**config.mk**
```make
export PLATFORM = sky130hd
export DESIGN_NAME = vend_column_emulator
export DESIGN_NICKNAME = d
export VERILOG_FILES = /design/src/rtl/vend_pkg.sv /design/src/rtl/vend_column.sv /design/src/rtl/vend_column_emulator.sv
export SDC_FILE = /design/constraint.sdc
export NUM_CORES = 1
export LEC_CHECK = 0
export CORE_ASPECT_RATIO = 0.9
export CORE_MARGIN = 3
export CORE_UTILIZATION = 54
export DETAILED_ROUTE_END_ITERATION = 10
export GPL_TIMING_DRIVEN = 0
export MAX_ROUTING_LAYER = met4
export PLACE_DENSITY = 0.83
export SLEW_MARGIN = 20
export SYNTH_ARGS = -nofsm -noshare
export SYNTH_HDL_FRONTEND = slang
export SYNTH_SLANG_ARGS = --single-unit
```
**constraint.sdc**
```tcl
create_clock -name clock -period 4.9 [get_ports clock]
set_input_delay 0.735 -clock clock [delete_from_list [all_inputs] [get_ports clock]]
set_output_delay 0.735 -clock clock [all_outputs]
set_load 0.005 [all_outputs]
```
**src/rtl/vend_pkg.sv**
```systemverilog
// Shared types and helpers for the vending column emulator.
package vend_pkg;

   localparam int DEF_NCOL    = 8;
   localparam int DEF_STOCK_W = 4;

   typedef enum logic [1:0] {
      PARK   = 2'd0,
      NOTCH1 = 2'd1,
      RIDGE  = 2'd2,
      NOTCH2 = 2'd3
   } pos_t;

   // The CAM switch reads 1 on the rest position and the ridge, 0 in either notch.
   function automatic logic cam_of(input pos_t p);
      return (p == PARK) || (p == RIDGE);
   endfunction

endpackage

```
**src/rtl/vend_column.sv**
```systemverilog
// One emulated vending column: cam rotation, stock counter and empty-vend flag.
module vend_column
   import vend_pkg::*;
#(
   parameter int HALF_PERIOD = 50000,
   parameter int STOCK_W     = DEF_STOCK_W,
   parameter int INIT_STOCK  = 5
) (
   input  logic               clock,
   input  logic               reset,
   input  logic               motor,
   input  logic               load,
   input  logic [STOCK_W-1:0] load_value,
   output logic               cam,
   output logic               soldout,
   output logic               empty_vend,
   output logic               vend_done
);

   localparam int CNT_W = $clog2(HALF_PERIOD);
   localparam logic [CNT_W-1:0]   SEG_LAST   = CNT_W'(HALF_PERIOD - 1);
   localparam logic [STOCK_W-1:0] STOCK_INIT = STOCK_W'(INIT_STOCK);

   pos_t               pos;
   pos_t               pos_nxt;
   logic [CNT_W-1:0]   cnt;
   logic [STOCK_W-1:0] stock;
   logic               seg_end;
   logic               complete;

   assign seg_end  = motor && (cnt == SEG_LAST);
   assign complete = seg_end && (pos == NOTCH2);
   // Combinational so the top-level total updates on the same edge as the stock.
   assign vend_done = complete && (stock != '0);
   assign soldout   = (stock == '0);

   always_comb begin
      pos_nxt = pos;
      if (seg_end) begin
         case (pos)
            PARK:    pos_nxt = NOTCH1;
            NOTCH1:  pos_nxt = RIDGE;
            RIDGE:   pos_nxt = NOTCH2;
            default: pos_nxt = PARK;
         endcase
      end
   end

   always_ff @(posedge clock) begin
      if (reset) begin
         pos        <= PARK;
         cnt        <= '0;
         cam        <= 1'b1;
         stock      <= STOCK_INIT;
         empty_vend <= 1'b0;
      end else begin
         pos <= pos_nxt;
         cam <= cam_of(pos_nxt);
         // A stopped motor freezes the counter exactly where it is.
         if (seg_end)
            cnt <= '0;
         else if (motor)
            cnt <= cnt + 1'b1;
         // Restock takes priority over a coincident completion decrement.
         if (load)
            stock <= load_value;
         else if (complete && (stock != '0))
            stock <= stock - 1'b1;
         if (load)
            empty_vend <= 1'b0;
         else if (complete && (stock == '0))
            empty_vend <= 1'b1;
      end
   end

endmodule

```
**src/rtl/vend_column_emulator.sv**
```systemverilog
// Eight-column responder for the vending controller's motor/CAM/sold-out interface.
module vend_column_emulator
   import vend_pkg::*;
#(
   parameter int NCOL        = DEF_NCOL,
   parameter int HALF_PERIOD = 50000,
   parameter int STOCK_W     = DEF_STOCK_W,
   parameter int INIT_STOCK  = 5
) (
   input  logic               clock,
   input  logic               reset,
   input  logic [NCOL-1:0]    motor,
   input  logic               load,
   input  logic [NCOL-1:0]    load_mask,
   input  logic [STOCK_W-1:0] load_value,
   output logic [NCOL-1:0]    cam,
   output logic [NCOL-1:0]    soldout,
   output logic [NCOL-1:0]    empty_vend,
   output logic               multi_motor,
   output logic [15:0]        vend_total
);

   logic [NCOL-1:0] vend_done;
   logic [15:0]     vend_inc;

   for (genvar i = 0; i < NCOL; i++) begin : g_col
      vend_column #(
         .HALF_PERIOD (HALF_PERIOD),
         .STOCK_W     (STOCK_W),
         .INIT_STOCK  (INIT_STOCK)
      ) u_col (
         .clock      (clock),
         .reset      (reset),
         .motor      (motor[i]),
         .load       (load && load_mask[i]),
         .load_value (load_value),
         .cam        (cam[i]),
         .soldout    (soldout[i]),
         .empty_vend (empty_vend[i]),
         .vend_done  (vend_done[i])
      );
   end

   // Several columns may finish on the same edge; add them all at once.
   always_comb begin
      vend_inc = '0;
      for (int i = 0; i < NCOL; i++)
         vend_inc = vend_inc + 16'(vend_done[i]);
   end

   always_ff @(posedge clock) begin
      if (reset) begin
         multi_motor <= 1'b0;
         vend_total  <= '0;
      end else begin
         if ($countones(motor) > 1)
            multi_motor <= 1'b1;
         vend_total <= vend_total + vend_inc;
      end
   end

endmodule

```
=== Yosys cells after proc, flatten, opt, wreduce, memory -nomap -nowiden ===
Cells that the tools add are included.

* Add/subtract/negate cells: 31
* Magnitude comparators: 1
* Eq/ne operators: 40
* Multiplexer cells: 32
* Reduce and logical (&&, ||, !) cells: 104

{| class="wikitable"
|+ Operators with widths
! operator !! number
|-
| $add 16x1->16 const B || 8
|-
| $eq 16x16->1 const B || 8
|-
| $mux 4 || 16
|-
| $eq 2x2->1 const B || 24
|-
| $pmux 2 s3 || 8
|-
| $logic_and 1x1->1 || 40
|-
| $logic_not 2->1 || 16
|-
| $logic_not 4->1 || 8
|-
| $reduce_bool 4->1 || 8
|-
| $reduce_or 2->1 || 16
|-
| $sub 4x1->4 const B || 8
|-
| $add 16x8->16 || 1
|-
| $eq 2x1->1 const B || 8
|-
| $mux 2 || 8
|-
| $reduce_bool 2->1 || 8
|-
| $add 1x1->2 || 5
|-
| $add 7x1->8 || 1
|-
| $logic_or 1x1->1 || 8
|-
| $add 6x1->7 || 1
|-
| $add 2x2->3 || 2
|-
| $add 5x1->6 || 1
|-
| $add 4x1->5 || 1
|-
| $add 3x1->4 || 1
|-
| $add 3x3->4 || 1
|-
| 2 further kinds || 2
|}

* Bits in registers: 209
* Bits of input ports: 23
* Output and inout bits: 41
* Logic and storage cells: 250

=== Longest topological paths before layout ===
Gate-level depths: netlist of run 1.

* Depth after elaboration: 12
* Mapped depth: 17
* Gate-level depth less buffers: 15

=== Hierarchy ===
From an unflattened synthesis of run 1, not the netlist that was laid out.

* Cells, all modules: 1,251
* Area total of the unflattened synthesis: 11,407.2 µm²

{| class="wikitable"
|+ By module, submodules not included
! module !! instances !! cells an instance !! area an instance (µm²) !! seq. area each (µm²)
|-
| vend_column || 8 || 139 || 1,268.7 || 480.5
|-
| vend_column_emulator || 1 || 139 || 1,257.5 || 340.3
|}

=== Worst setup path after synthesis of run 1 ===
Ideal clock, no wire load.

* Path kind: input to register
* From: in motor[2]
* To: reg vend_total[14]
* Setup time: 132 ps
* Data arrival time: 4,869 ps
* Data required time: 4,768 ps
* Slack: -101 ps
* Stages on the path: 17
* Cell sequence: clkbuf_1 nand4_1 nor4_1 buf_2 and3_1 fa_1 inv_1 fa_1 inv_1 fa_1 fa_1 fa_1 a21o_1 a21oi_1 clkbuf_1 or4_1 a21oi_1

* Longest elaborated chain between the ends: 10

{| class="wikitable"
|+ RTL lines
! element !! line !! source
|-
| from (decl) || vend_column_emulator.sv:12 || <nowiki>input logic [NCOL-1:0] motor,</nowiki>
|-
| $logic_and 1x1->1 || vend_column.sv:31 || <nowiki>assign seg_end = motor && (cnt == SEG_LAST);</nowiki>
|-
| $logic_and 1x1->1 || vend_column.sv:32 || <nowiki>assign complete = seg_end && (pos == NOTCH2);</nowiki>
|-
| $logic_and 1x1->1 || vend_column.sv:34 || <nowiki>assign vend_done = complete && (stock != '0);</nowiki>
|-
| $add 2x1->3 || vend_column_emulator.sv:48 || <nowiki>vend_inc = vend_inc + 16'(vend_done[i]);</nowiki>
|-
| $add 3x1->4 || vend_column_emulator.sv:48 ||
|-
| $add 4x1->5 || vend_column_emulator.sv:48 ||
|-
| $add 5x1->6 || vend_column_emulator.sv:48 ||
|-
| $add 6x1->7 || vend_column_emulator.sv:48 ||
|-
| $add 7x1->8 || vend_column_emulator.sv:48 ||
|-
| $add 16x8->16 || vend_column_emulator.sv:58 || <nowiki>vend_total <= vend_total + vend_inc;</nowiki>
|-
| to (signal assigned) || vend_column_emulator.sv:58 ||
|-
| to (decl) || vend_column_emulator.sv:20 || <nowiki>output logic [15:0] vend_total</nowiki>
|}

Every way passes these cells.
A chain may end at the register's enable or synchronous reset.

=== Worst setup path after layout of run 1 ===
* From: reg g_col[2].u_col.cnt[7]
* To: reg vend_total[4]

* Longest elaborated chain between the ends: 11

{| class="wikitable"
|+ RTL lines
! element !! line !! source
|-
| from (decl) || vend_column.sv:26 || <nowiki>logic [CNT_W-1:0] cnt;</nowiki>
|-
| from (signal assigned) || vend_column.sv:63 || <nowiki>cnt <= cnt + 1'b1;</nowiki>
|-
| $eq 16x16->1 || vend_column.sv:31 ||
|-
| $logic_and 1x1->1 || vend_column.sv:31 ||
|-
| $logic_and 1x1->1 || vend_column.sv:32 ||
|-
| $logic_and 1x1->1 || vend_column.sv:34 ||
|-
| $add 2x1->3 || vend_column_emulator.sv:48 ||
|-
| $add 3x1->4 || vend_column_emulator.sv:48 ||
|-
| $add 4x1->5 || vend_column_emulator.sv:48 ||
|-
| $add 5x1->6 || vend_column_emulator.sv:48 ||
|-
| $add 6x1->7 || vend_column_emulator.sv:48 ||
|-
| $add 7x1->8 || vend_column_emulator.sv:48 ||
|-
| $add 16x8->16 || vend_column_emulator.sv:58 ||
|}

Every way passes these cells.

==> run_summary.xml, run 1 <==
<?xml version="1.0" encoding="UTF-8"?>
<metrics>
  <group name="cts">
    <metric name="cts_made_buffers" unit="">23</metric>
    <metric name="cts-root-buf" unit="">clkbuf_16</metric>
    <metric name="max-clock-path-buffers" unit="">3</metric>
    <metric name="cts.htree.levels" unit="">1</metric>
    <metric name="insertion_delay_to_the_later_sink_of_the_worst_skew_pair" unit="ns">0.51</metric>
    <metric name="cts.clk_slew.worst_paths" unit="ns">0.06</metric>
    <metric name="cts_tree" unit="">built</metric>
    <metric name="cts.hold.buffers_added" unit="">0</metric>
    <metric name="number_of_sinks_on_the_clock_net" unit="">209</metric>
  </group>
  <group name="timing">
    <metric name="fin_ws" unit="ns">0.170</metric>
    <metric name="setup_violations" unit="">0</metric>
    <metric name="totalNegativeSetupSlack" unit="ns">0</metric>
    <metric name="timing.final.crit_period" unit="ns">4.73</metric>
    <metric name="final_slew_viol_count" unit="">0</metric>
    <metric name="max_freq" unit="MHz">211</metric>
    <metric name="final-hold-violation-count" unit="">0</metric>
    <metric name="skew" unit="ns">0.0112</metric>
    <metric name="maxSlewHeadroom" unit="%">42.5</metric>
    <metric name="final.period_utilization" unit="%">96.5</metric>
    <metric name="worst_max_slew_pin_slew" unit="ns">0.854</metric>
    <metric name="rsz_0062_raised_after_global_routing" unit="">false</metric>
  </group>
  <group name="drt">
    <metric name="drcViolationCount" unit="">0</metric>
    <metric name="route.detailed.wl_per_inst" unit="um">16.2</metric>
    <metric name="firstDrtPassIters" unit="">5</metric>
    <metric name="routed_wl" unit="um">26100</metric>
    <metric name="postRouteAntennaNets" unit="">0</metric>
    <metric name="detailedRoute.firstIterationViolations" unit="">570</metric>
    <metric name="route.detailed.vias_per_inst" unit="">5.97</metric>
    <metric name="vias" unit="">9657</metric>
  </group>
  <group name="die">
    <metric name="fp.dieW" unit="um">156</metric>
    <metric name="dieHeight" unit="um">141</metric>
    <metric name="coreArea" unit="um2">19500</metric>
    <metric name="design.die.area" unit="um2">22000</metric>
    <metric name="num_io_pins" unit="">64</metric>
    <metric name="initial_utilization" unit="%">55.9</metric>
    <metric name="std_cell_rows" unit="">48</metric>
  </group>
  <group name="layout">
    <metric name="stdcell_area" unit="um2">12800</metric>
    <metric name="insertedDiodeCount" unit="">0</metric>
    <metric name="leading_cell_type_in_the_layout_fill_and_taps_excluded" unit="">dfxtp_1</metric>
    <metric name="final_nets" unit="">1433</metric>
    <metric name="syn2layout_area_growth" unit="%">16.9</metric>
    <metric name="final_cell_mix" unit="">206 x dfxtp_1, 145 x nor2_1, 69 x nand2_1</metric>
    <metric name="drive_gt1_share" unit="%">10.2</metric>
  </group>
  <group name="synth">
    <metric name="synth_top_family_by_area" unit="">simple AND/OR/NAND/NOR gates</metric>
    <metric name="yosys-top-cells-area" unit="">dfxtp_1 38%, ha_1 5.6%, nor2_1 5.0%</metric>
    <metric name="cell_accounting_for_the_most_synthesized_area" unit="">dfxtp_1</metric>
    <metric name="synth_fa_ha_area_share" unit="%">7.27</metric>
    <metric name="synth-compound-area-share" unit="%">9.20</metric>
    <metric name="synth_xor_xnor_area_share" unit="%">7.78</metric>
    <metric name="synthArstFlopShare" unit="%">0</metric>
    <metric name="synth_top_flop_cell" unit="">dfxtp_1</metric>
    <metric name="synth-seq-area-share" unit="%">38.3</metric>
    <metric name="synth_fp_nets" unit="">1344</metric>
    <metric name="postSynthAreaPerCell" unit="um2">8.64</metric>
    <metric name="synthMuxAreaShare" unit="%">1.91</metric>
    <metric name="syn-instance-count" unit="">1263</metric>
    <metric name="synth_seq_cells" unit="">209</metric>
    <metric name="number_of_flops_mapped_to_enable_cells_by_yosys" unit="">0</metric>
    <metric name="synth_warnings" unit="">0</metric>
    <metric name="netlist_cell_types" unit="">59</metric>
    <metric name="yosys.area.top_type_share" unit="%">38.3</metric>
    <metric name="yosys.area_share.simple" unit="%">29.4</metric>
    <metric name="cell_area_synth" unit="um2">10900</metric>
  </group>
  <group name="global_route">
    <metric name="m2_gr_usage" unit="%">38.7</metric>
    <metric name="grt-busiest-layer" unit="">met2</metric>
    <metric name="global_route.usage.total" unit="%">23.7</metric>
    <metric name="number_of_antenna_violations_at_the_first_check_in_global_routing" unit="">0</metric>
    <metric name="fraction_of_met1_tracks_used_by_global_routing" unit="%">30.1</metric>
    <metric name="global_route.overflow_total" unit="">0</metric>
    <metric name="grt_pass1_vias" unit="">9239</metric>
    <metric name="grt_max_degree" unit="">14</metric>
    <metric name="met3_usage" unit="%">3.59</metric>
    <metric name="grt_first_pass_wirelength" unit="um">43000</metric>
  </group>
  <group name="worst_setup_path">
    <metric name="regToRegStartpoint" unit="">g_col[2].u_col.cnt[7]</metric>
    <metric name="reg2reg_slack" unit="ns">0.17</metric>
    <metric name="cp_data_arrival_time" unit="ns">5.09</metric>
    <metric name="worstSetupPathType" unit="">flop to flop</metric>
    <metric name="critPathLaunchType" unit="">flop</metric>
    <metric name="ff2ff_path_depth" unit="">16</metric>
    <metric name="max_stage_delay" unit="ns">0.55</metric>
    <metric name="crit_path_start" unit="">g_col[2].u_col.cnt[7]</metric>
    <metric name="worst_ep_required_time" unit="ns">5.26</metric>
    <metric name="worst_path_most_repeated_cell" unit="">fa_1</metric>
    <metric name="critical_path_peak_fanout" unit="">5</metric>
    <metric name="slowest_stage" unit="">or4b_4</metric>
    <metric name="worst_setup_path_endpoint" unit="">vend_total[4]</metric>
    <metric name="critical_path_cell_by_cell" unit="">or4b_4 &gt; nor4_4 &gt; buf_6 &gt; and3_4 &gt; fa_1 &gt; inv_2 &gt; fa_1 &gt; inv_1 &gt; fa_1 &gt; fa_2 &gt; fa_2 &gt; a21o_1 &gt; a21oi_4 &gt; buf_6 &gt; xnor2_1 &gt; nor2_1</metric>
    <metric name="r2r_endpoint" unit="">vend_total[4]</metric>
    <metric name="critPathCaptureType" unit="">flop</metric>
  </group>
  <group name="placement">
    <metric name="detailedPlace.worstSlack" unit="ns">-1.26</metric>
    <metric name="placedInstanceArea" unit="um2">11800</metric>
    <metric name="numPortBuffers" unit="">59</metric>
    <metric name="dp_wirelength" unit="um">18000</metric>
    <metric name="place_congestion" unit="">0.906</metric>
  </group>
  <group name="pwr">
    <metric name="p_per_area" unit="nW/um2">293</metric>
    <metric name="power.static_leakage" unit="nW">4.71</metric>
    <metric name="power.ir.vdd_worst" unit="mV">0.196</metric>
  </group>
  <group name="min_path">
    <metric name="hold_path_class" unit="">flop to flop</metric>
    <metric name="worstHoldPathCells" unit="">2</metric>
  </group>
  <group name="run">
    <metric name="max_cap_viol" unit="">0</metric>
  </group>
  <group name="status">
    <metric name="status" unit="">finished, final reports clean</metric>
  </group>
</metrics>
## cell usage after synthesis, types with 3 or more instances
master	n
a2111oi_0	10
a211o_1	3
a211oi_1	4
a21oi_1	43
a221o_1	4
a221oi_1	6
a311oi_1	7
a31oi_1	15
and2_1	17
and3_1	39
and4_1	20
buf_1	5
buf_2	12
buf_4	24
clkbuf_1	42
dfxtp_1	209
fa_1	9
ha_1	49
inv_1	66
mux2_2	7
mux2i_1	13
nand2_1	69
nand3_1	64
nand4_1	45
nor2_1	145
nor2b_1	3
nor3_1	51
nor4_1	24
nor4b_1	10
nor4bb_1	4
o2111a_1	3
o21ai_0	26
o31ai_1	17
or2_2	15
or3_1	20
or3b_1	3
or3b_2	6
or4_1	18
or4b_1	6
or4bb_1	9
xnor2_1	53
xor2_1	44
## worst min-delay path by stage
| stage | end | slack (ns) | from |
|---|---|---|---|
| floorplan | g_col[3].u_col.cnt[15] | 0.44 | g_col[3].u_col.cnt[15] |
| global placement | g_col[1].u_col.cnt[15] | 0.45 | g_col[1].u_col.cnt[15] |
| detailed placement | g_col[1].u_col.cnt[15] | 0.47 | g_col[1].u_col.cnt[15] |
| CTS | g_col[1].u_col.cnt[15] | 0.48 | g_col[1].u_col.cnt[15] |
| global route | g_col[1].u_col.cnt[15] | 0.51 | g_col[1].u_col.cnt[15] |
| finish | g_col[1].u_col.cnt[15] | 0.48 | g_col[1].u_col.cnt[15] |
## layout make-up
cell class	instances	area, um2
plain buffers	82	439
clock buffers	28	634
clock inverters	13	140
fillers	1563	6750
inverters	66	248
multi-input cells	905	6160
flip-flops and latches	209	4190
well taps	250	313
repair buffers	65	641
## metrics by stage
stage / utilization, % / power (mW) / cells / hold slack (ns)
after global placement: 60.6 / 2.00 / 1572 / 0.455
after global routing: 65.4 / 3.87 / 1618 / 0.509
after CTS: 65.0 / 3.77 / 1617 / 0.476
after floorplan: - / 1.93 / 1263 / 0.441
after detailed placement: 60.6 / 2.01 / 1572 / 0.468
final: 65.4 / 3.74 / 1618 / 0.478
## critical path: cells and delay by family (launching register included)
family	cells	cell delay (ns)
flip-flops	1	0.34
AND/OR/NAND/NOR	4	1.21
XOR/XNOR	1	0.12
AO/OA/AOI/OAI	2	0.39
buffers and inverters	4	0.44
adder cells (fa/ha/maj)	5	2.08
## kinds of logic (layout without fill, tap and decap cells)
logic type / after synthesis / in the layout
buf+inv: 149 / 254
simple gates: 580 / 580
fa+ha+maj: 58 / 58
mux: 20 / 20
flops: 209 / 209
compound gates: 150 / 150
xor+xnor: 97 / 97
## where the power goes
part / switching, mW / internal [mW] / total, mW
clock: 0.692 / 1.07 / 1.77
sequential: 0.0312 / 1.73 / 1.76
combinational: 0.129 / 0.0871 / 0.216
total: 0.853 / 2.89 / 3.74
## repair_timing
item / CTS / global route
resized for setup: 15 / 24
buffers inserted: 3 / 2
gates cloned: 1 / 0
endpoints found under the setup margin: 15 / 12
endpoints found under the hold margin: 0 / 0
pin swaps: 1 / 7
## metal layers
| layer | vias up | routed length [um] |
|---|---|---|
| li1 | 4686 | - |
| met3 | 70 | 1570 |
| met4 | 0 | 939 |
| met5 | - | 0 |
| met2 | 294 | 12200 |
| met1 | 4607 | 11500 |
## sequential cells by signal, summed over array words and instances (netlist names), named ones only
| name | flops |
|---|---|
| g_col.u_col.cnt | 128 |
| multi_motor | 1 |
| g_col.u_col.cam | 8 |
| g_col.u_col.stock | 32 |
| g_col.u_col.empty_vend | 8 |
| vend_total | 16 |
(Power assumes the default switching activity.)
==> run 2, diff against run 1 <==
- GPL_ROUTABILITY_DRIVEN: default -> 1
- clock period: 4.9 -> 4 ns (I/O delays scaled with it)
==> run_summary.xml, run 2 (synthesis gave the netlist of run 1 again) <==
<?xml version="1.0" encoding="UTF-8"?>
<metrics>
  <group name="layout">
    <metric name="syn2layout_area_growth" unit="%">17.5</metric>
    <metric name="multiInputGateArea" unit="um2">6210</metric>
    <metric name="final.fill_count" unit="">1503</metric>
    <metric name="final_nets" unit="">1443</metric>
    <metric name="drive_gt1_share" unit="%">11.9</metric>
    <metric name="regArea" unit="um2">4210</metric>
    <metric name="layout_top_registers" unit="">g_col.u_col.cnt: 128 flops, g_col.u_col.stock: 32 flops, vend_total: 16 flops</metric>
    <metric name="leading_cell_type_in_the_layout_fill_and_taps_excluded" unit="">dfxtp_1</metric>
    <metric name="finalCoreUtilization" unit="%">65.8</metric>
    <metric name="largest_register" unit="">g_col.u_col.cnt</metric>
    <metric name="stdcell_area" unit="um2">12800</metric>
    <metric name="final_cell_mix" unit="">195 x dfxtp_1, 145 x nor2_1, 69 x nand2_1</metric>
    <metric name="final_std_cells_w_o_fill" unit="">1625</metric>
    <metric name="largest_reg_flops" unit="">128</metric>
  </group>
  <group name="drt">
    <metric name="firstDrtPassIters" unit="">6</metric>
    <metric name="routed_wl" unit="um">26100</metric>
    <metric name="drcViolationCount" unit="">0</metric>
    <metric name="route.detailed.vias_per_inst" unit="">5.96</metric>
    <metric name="detailedRoute.firstIterationViolations" unit="">750</metric>
    <metric name="vias" unit="">9689</metric>
    <metric name="postRouteAntennaNets" unit="">0</metric>
    <metric name="route.detailed.wl_per_inst" unit="um">16.1</metric>
  </group>
  <group name="placement">
    <metric name="placedInstanceArea" unit="um2">11900</metric>
    <metric name="numPortBuffers" unit="">59</metric>
    <metric name="place_congestion" unit="">0.941</metric>
    <metric name="placed_instances" unit="">1572</metric>
    <metric name="dp_wirelength" unit="um">18100</metric>
  </group>
  <group name="worst_setup_path">
    <metric name="r2r_endpoint" unit="">vend_total[6]</metric>
    <metric name="regToRegStartpoint" unit="">g_col[2].u_col.cnt[5]</metric>
    <metric name="ff2ff_path_depth" unit="">16</metric>
    <metric name="worstSetupPathType" unit="">flop to flop</metric>
    <metric name="crit_path_start" unit="">g_col[2].u_col.cnt[5]</metric>
    <metric name="worst_ep_required_time" unit="ns">4.34</metric>
    <metric name="critPathLaunchType" unit="">flop</metric>
    <metric name="cp_data_arrival_time" unit="ns">4.94</metric>
    <metric name="reg2reg_slack" unit="ns">-0.59</metric>
    <metric name="critPathCaptureType" unit="">flop</metric>
    <metric name="critical_path_peak_fanout" unit="">5</metric>
    <metric name="worst_setup_path_endpoint" unit="">vend_total[6]</metric>
  </group>
  <group name="pwr">
    <metric name="comb_power_share" unit="%">6.2</metric>
    <metric name="p_per_area" unit="nW/um2">336</metric>
    <metric name="total_design_power" unit="mW">4.32</metric>
    <metric name="switching_share" unit="%">23.4</metric>
    <metric name="seq_power_share" unit="%">49.9</metric>
    <metric name="clock_power_share" unit="%">43.9</metric>
    <metric name="power.ir.vdd_worst" unit="mV">0.253</metric>
    <metric name="intPower" unit="mW">3.31</metric>
    <metric name="power_switching" unit="mW">1.01</metric>
    <metric name="power.static_leakage" unit="nW">4.75</metric>
  </group>
  <group name="die">
    <metric name="fp.dieW" unit="um">156</metric>
    <metric name="design.die.area" unit="um2">22000</metric>
    <metric name="dieHeight" unit="um">141</metric>
    <metric name="initial_utilization" unit="%">55.9</metric>
    <metric name="std_cell_rows" unit="">48</metric>
    <metric name="coreArea" unit="um2">19500</metric>
    <metric name="num_io_pins" unit="">64</metric>
  </group>
  <group name="cts">
    <metric name="cts.hold.buffers_added" unit="">0</metric>
    <metric name="cts-root-buf" unit="">clkbuf_16</metric>
    <metric name="cts.clk_slew.worst_paths" unit="ns">0.06</metric>
    <metric name="cts_made_buffers" unit="">22</metric>
    <metric name="max-clock-path-buffers" unit="">3</metric>
    <metric name="number_of_sinks_on_the_clock_net" unit="">209</metric>
    <metric name="cts.htree.levels" unit="">1</metric>
    <metric name="insertion_delay_to_the_later_sink_of_the_worst_skew_pair" unit="ns">0.50</metric>
    <metric name="cts_tree" unit="">built</metric>
  </group>
  <group name="timing">
    <metric name="rsz_0062_raised_after_global_routing" unit="">true</metric>
    <metric name="final.period_utilization" unit="%">115</metric>
    <metric name="max_freq" unit="MHz">218</metric>
    <metric name="worst_max_slew_pin_slew" unit="ns">0.860</metric>
    <metric name="final_slew_viol_count" unit="">0</metric>
    <metric name="skew" unit="ns">0.00673</metric>
    <metric name="final-hold-violation-count" unit="">0</metric>
    <metric name="setup_violations" unit="">15</metric>
    <metric name="fin_ws" unit="ns">-0.594</metric>
    <metric name="timing.final.crit_period" unit="ns">4.59</metric>
    <metric name="maxSlewHeadroom" unit="%">42.7</metric>
  </group>
  <group name="run">
    <metric name="max_cap_viol" unit="">0</metric>
  </group>
  <group name="status">
    <metric name="status" unit="">finished with violations</metric>
    <metric name="violations_in_the_final_reports" unit="">setup timing</metric>
  </group>
  <group name="global_route">
    <metric name="grt_max_degree" unit="">14</metric>
    <metric name="global_route.usage.total" unit="%">23.7</metric>
    <metric name="grt_first_pass_wirelength" unit="um">43000</metric>
    <metric name="number_of_antenna_violations_at_the_first_check_in_global_routing" unit="">1</metric>
    <metric name="global_route.overflow_total" unit="">0</metric>
    <metric name="grt_pass1_vias" unit="">9152</metric>
  </group>
  <group name="min_path">
    <metric name="worstHoldPathCells" unit="">2</metric>
    <metric name="hold_path_class" unit="">flop to flop</metric>
  </group>
</metrics>
[run 2: worst min path at each step]
| stage | from | to | slack (ns) |
|---|---|---|---|
| floorplan | g_col[3].u_col.cnt[15] | g_col[3].u_col.cnt[15] | 0.44 |
| global placement | g_col[3].u_col.cnt[15] | g_col[3].u_col.cnt[15] | 0.46 |
| detailed placement | g_col[6].u_col.cnt[15] | g_col[6].u_col.cnt[15] | 0.47 |
| CTS | motor[4] | g_col[4].u_col.cnt[0] | 0.47 |
| global route | motor[4] | g_col[4].u_col.cnt[0] | 0.50 |
| finish | g_col[1].u_col.cnt[15] | g_col[1].u_col.cnt[15] | 0.48 |
[run 2: repair_timing]
action,4_1_cts,5_1_grt
setup endpoints to repair,16,15
buffers inserted,9,6
gates cloned,2,0
pin swaps,10,10
gates resized for setup,31,27
[run 2: metrics by stage]
stage	TNS [ns]	setup WS, ns	hold slack (ns)
6_report	-7.14	-0.594	0.476
5_1_grt	-8.87	-0.701	0.501
4_1_cts	-6.89	-0.606	0.466
3_5_place_dp	-20.53	-1.53	0.468
3_3_place_gp	-20.08	-1.49	0.456
2_1_floorplan	-3.38	-0.375	0.441
[run 2: area by class of cell]
class	count	area share, %
antenna	1	0.0195
buffer	82	3.55
clock buffer	30	4.84
clock inverter	6	0.322
inverter	66	1.93
multi-input combinational	905	48.4
sequential	209	32.8
tap	250	2.44
timing repair buffer	76	5.72
[run 2: power groups by stage]
stage	Sequential [mW]	Clock, mW	Combinational [mW]
4_1_cts	2.15	1.92	0.262
3_3_place_gp	2.20	0	0.250
2_1_floorplan	2.19	0	0.173
6_report	2.16	1.90	0.267
5_1_grt	2.16	2.01	0.295
3_5_place_dp	2.20	0	0.260
[run 2: metal layers]
metal / GRT usage [%] / up-vias / share of wire, %
li1: - / 4696 / -
met1: 31.1 / 4579 / 44
met2: 38.2 / 362 / 47
met3: 3.62 / 52 / 7.0
met4: 6.32 / 0 / 2.4
met5: - / - / 0
[run 2: worst max-delay path: stages, from the launching register on]
cell and delay, ns:
dfxtp_4 0.34, or4bb_4 0.54, nor4_4 0.35, buf_6 0.15
and3_4 0.17, fa_1 0.42, inv_2 0.07, fa_1 0.40
inv_2 0.07, fa_1 0.43, fa_2 0.40, fa_2 0.36
a21o_1 0.20, a21oi_4 0.23, buf_8 0.15, or3_1 0.09
a21oi_1 0.06
==> run 3, diff against run 2 <==
- CORE_UTILIZATION: 54 -> 58
- PLACE_DENSITY: 0.83 -> 0.85
- TNS_END_PERCENT: default -> 50
- clock period: 4 -> 5.4 ns (I/O delays scaled with it)
==> run_summary.xml, run 3 (synthesis gave the netlist of run 1 again) <==
<?xml version="1.0" encoding="UTF-8"?>
<metrics>
  <group name="die">
    <metric name="fp.dieW" unit="um">151</metric>
    <metric name="dieHeight" unit="um">136</metric>
    <metric name="std_cell_rows" unit="">46</metric>
    <metric name="design.die.area" unit="um2">20500</metric>
    <metric name="coreArea" unit="um2">18000</metric>
    <metric name="num_io_pins" unit="">64</metric>
    <metric name="initial_utilization" unit="%">60.6</metric>
  </group>
  <group name="timing">
    <metric name="max_freq" unit="MHz">197</metric>
    <metric name="fin_ws" unit="ns">0.311</metric>
    <metric name="timing.hold.ws" unit="ns">0.483</metric>
    <metric name="maxSlewHeadroom" unit="%">48.6</metric>
    <metric name="totalNegativeSetupSlack" unit="ns">0</metric>
    <metric name="setup_violations" unit="">0</metric>
    <metric name="final_slew_viol_count" unit="">0</metric>
    <metric name="final-hold-violation-count" unit="">0</metric>
    <metric name="worst_max_slew_pin_slew" unit="ns">0.769</metric>
    <metric name="skew" unit="ns">0.0111</metric>
    <metric name="final.period_utilization" unit="%">94.2</metric>
    <metric name="timing.final.crit_period" unit="ns">5.09</metric>
  </group>
  <group name="worst_setup_path">
    <metric name="crit_buf_inv" unit="">4</metric>
    <metric name="worstSetupPathType" unit="">flop to flop</metric>
    <metric name="worst_ep_required_time" unit="ns">5.75</metric>
    <metric name="critPathCaptureType" unit="">flop</metric>
    <metric name="worst_path_most_repeated_cell" unit="">fa_1</metric>
    <metric name="slowest_stage" unit="">fa_1</metric>
    <metric name="max_stage_delay" unit="ns">0.52</metric>
    <metric name="critPathLaunchType" unit="">flop</metric>
    <metric name="cell_family_contributing_the_most_delay_on_the_critical_path" unit="">adder cells</metric>
    <metric name="critical_path_peak_fanout" unit="">10</metric>
    <metric name="cp_data_arrival_time" unit="ns">5.44</metric>
    <metric name="critical_path_cell_by_cell" unit="">ha_2 &gt; nand4_1 &gt; nor4_4 &gt; buf_4 &gt; and3_1 &gt; fa_1 &gt; inv_1 &gt; fa_1 &gt; inv_1 &gt; fa_1 &gt; fa_1 &gt; fa_1 &gt; a21o_1 &gt; a21oi_1 &gt; clkbuf_4 &gt; or3_1 &gt; a21oi_1</metric>
  </group>
  <group name="global_route">
    <metric name="m2_gr_usage" unit="%">41.0</metric>
    <metric name="grt_first_pass_wirelength" unit="um">41700</metric>
    <metric name="number_of_antenna_violations_at_the_first_check_in_global_routing" unit="">0</metric>
    <metric name="global_route.usage.total" unit="%">25.1</metric>
    <metric name="global_route.overflow_total" unit="">0</metric>
    <metric name="grt-busiest-layer" unit="">met2</metric>
    <metric name="grt_pass1_vias" unit="">8776</metric>
    <metric name="grt_max_degree" unit="">14</metric>
    <metric name="met3_usage" unit="%">3.53</metric>
    <metric name="fraction_of_met1_tracks_used_by_global_routing" unit="%">32.8</metric>
  </group>
  <group name="drt">
    <metric name="route.detailed.wl_per_inst" unit="um">15.8</metric>
    <metric name="firstDrtPassIters" unit="">5</metric>
    <metric name="routed_wl" unit="um">25300</metric>
    <metric name="postRouteAntennaNets" unit="">0</metric>
    <metric name="drcViolationCount" unit="">0</metric>
    <metric name="vias" unit="">9486</metric>
    <metric name="route.detailed.vias_per_inst" unit="">5.93</metric>
    <metric name="detailedRoute.firstIterationViolations" unit="">667</metric>
  </group>
  <group name="layout">
    <metric name="final_nets" unit="">1427</metric>
    <metric name="syn2layout_area_growth" unit="%">15.4</metric>
    <metric name="drive_gt1_share" unit="%">8.30</metric>
    <metric name="final_cell_mix" unit="">209 x dfxtp_1, 145 x nor2_1, 69 x nand2_1</metric>
    <metric name="layout_top_registers" unit="">g_col.u_col.cnt: 128 flops, g_col.u_col.stock: 32 flops, vend_total: 16 flops</metric>
    <metric name="final.fill_count" unit="">1409</metric>
    <metric name="largest_reg_flops" unit="">128</metric>
    <metric name="largest_register" unit="">g_col.u_col.cnt</metric>
    <metric name="leading_cell_type_in_the_layout_fill_and_taps_excluded" unit="">dfxtp_1</metric>
    <metric name="insertedDiodeCount" unit="">0</metric>
    <metric name="finalCoreUtilization" unit="%">69.9</metric>
  </group>
  <group name="pwr">
    <metric name="power.ir.vdd_worst" unit="mV">0.202</metric>
    <metric name="total_design_power" unit="mW">3.38</metric>
    <metric name="p_per_area" unit="nW/um2">268</metric>
    <metric name="power.static_leakage" unit="nW">4.64</metric>
  </group>
  <group name="status">
    <metric name="status" unit="">finished, final reports clean</metric>
  </group>
  <group name="cts">
    <metric name="cts.hold.buffers_added" unit="">0</metric>
    <metric name="cts.clk_slew.worst_paths" unit="ns">0.06</metric>
    <metric name="cts_tree" unit="">built</metric>
    <metric name="cts-root-buf" unit="">clkbuf_16</metric>
    <metric name="number_of_sinks_on_the_clock_net" unit="">209</metric>
    <metric name="insertion_delay_to_the_later_sink_of_the_worst_skew_pair" unit="ns">0.50</metric>
    <metric name="post-cts-setup-buffer-count" unit="">0</metric>
    <metric name="max-clock-path-buffers" unit="">3</metric>
    <metric name="cts_made_buffers" unit="">23</metric>
    <metric name="cts.htree.levels" unit="">1</metric>
  </group>
  <group name="run">
    <metric name="max_cap_viol" unit="">0</metric>
  </group>
  <group name="placement">
    <metric name="detailedPlace.worstSlack" unit="ns">-0.946</metric>
    <metric name="place_congestion" unit="">0.877</metric>
    <metric name="numPortBuffers" unit="">59</metric>
    <metric name="dp_wirelength" unit="um">17600</metric>
  </group>
  <group name="min_path">
    <metric name="hold_path_class" unit="">flop to flop</metric>
  </group>
</metrics>
[run 3: tightest hold or removal path: cells and delay by family (launching register included)]
| kind | cells | cell delay (ns) |
|---|---|---|
| flip-flops | 1 | 0.32 |
| AO/OA/AOI/OAI | 2 | 0.11 |
[run 3: power by group]
group          total (mW)  switching [mW]  internal [mW]
registers            1.60          0.0274           1.57
logic               0.195           0.117         0.0778
clock network        1.59           0.609          0.981
[run 3: layout make-up]
class / instances / area, um2 / area share [%]
plain buffers: 82 / 423 / 3.36
clock buffers: 33 / 653 / 5.18
clock inverters: 7 / 114 / 0.904
inverters: 66 / 248 / 1.97
multi-input cells: 905 / 6090 / 48.3
flip-flops and latches: 209 / 4180 / 33.2
well taps: 240 / 300 / 2.38
repair buffers: 59 / 588 / 4.67
[run 3: through the flow]
step / instance area (um2) / instances
floorplan: 10900 / 1263
global placement: 11800 / 1562
detailed placement: 11800 / 1562
CTS: 12600 / 1601
global route: 12600 / 1601
finish: 12600 / 1601
[run 3: repair_timing]
item                                    4_1_cts  5_1_grt
gates resized for setup                       3       13
endpoints found under the setup margin       12       12
hold endpoints to repair                      0        0
pin swaps                                     0        1
[run 3: final timing paths]
kind                         start             end  slack (ns)  cells past startpoint
max          g_col[2].u_col.cnt[0]   vend_total[6]        0.31                     17
min                 vend_total[15]  vend_total[15]        0.48                      2
max reg2reg  g_col[2].u_col.cnt[0]   vend_total[6]        0.31                     17
min reg2reg         vend_total[15]  vend_total[15]        0.48                      2
[run 3: routing by layer]
layer | routed length [um] | up-vias
met4 | 642 | 0
met2 | 12000 | 319
met1 | 11000 | 4446
met5 | 0 | -
met3 | 1690 | 55
li1 | - | 4666
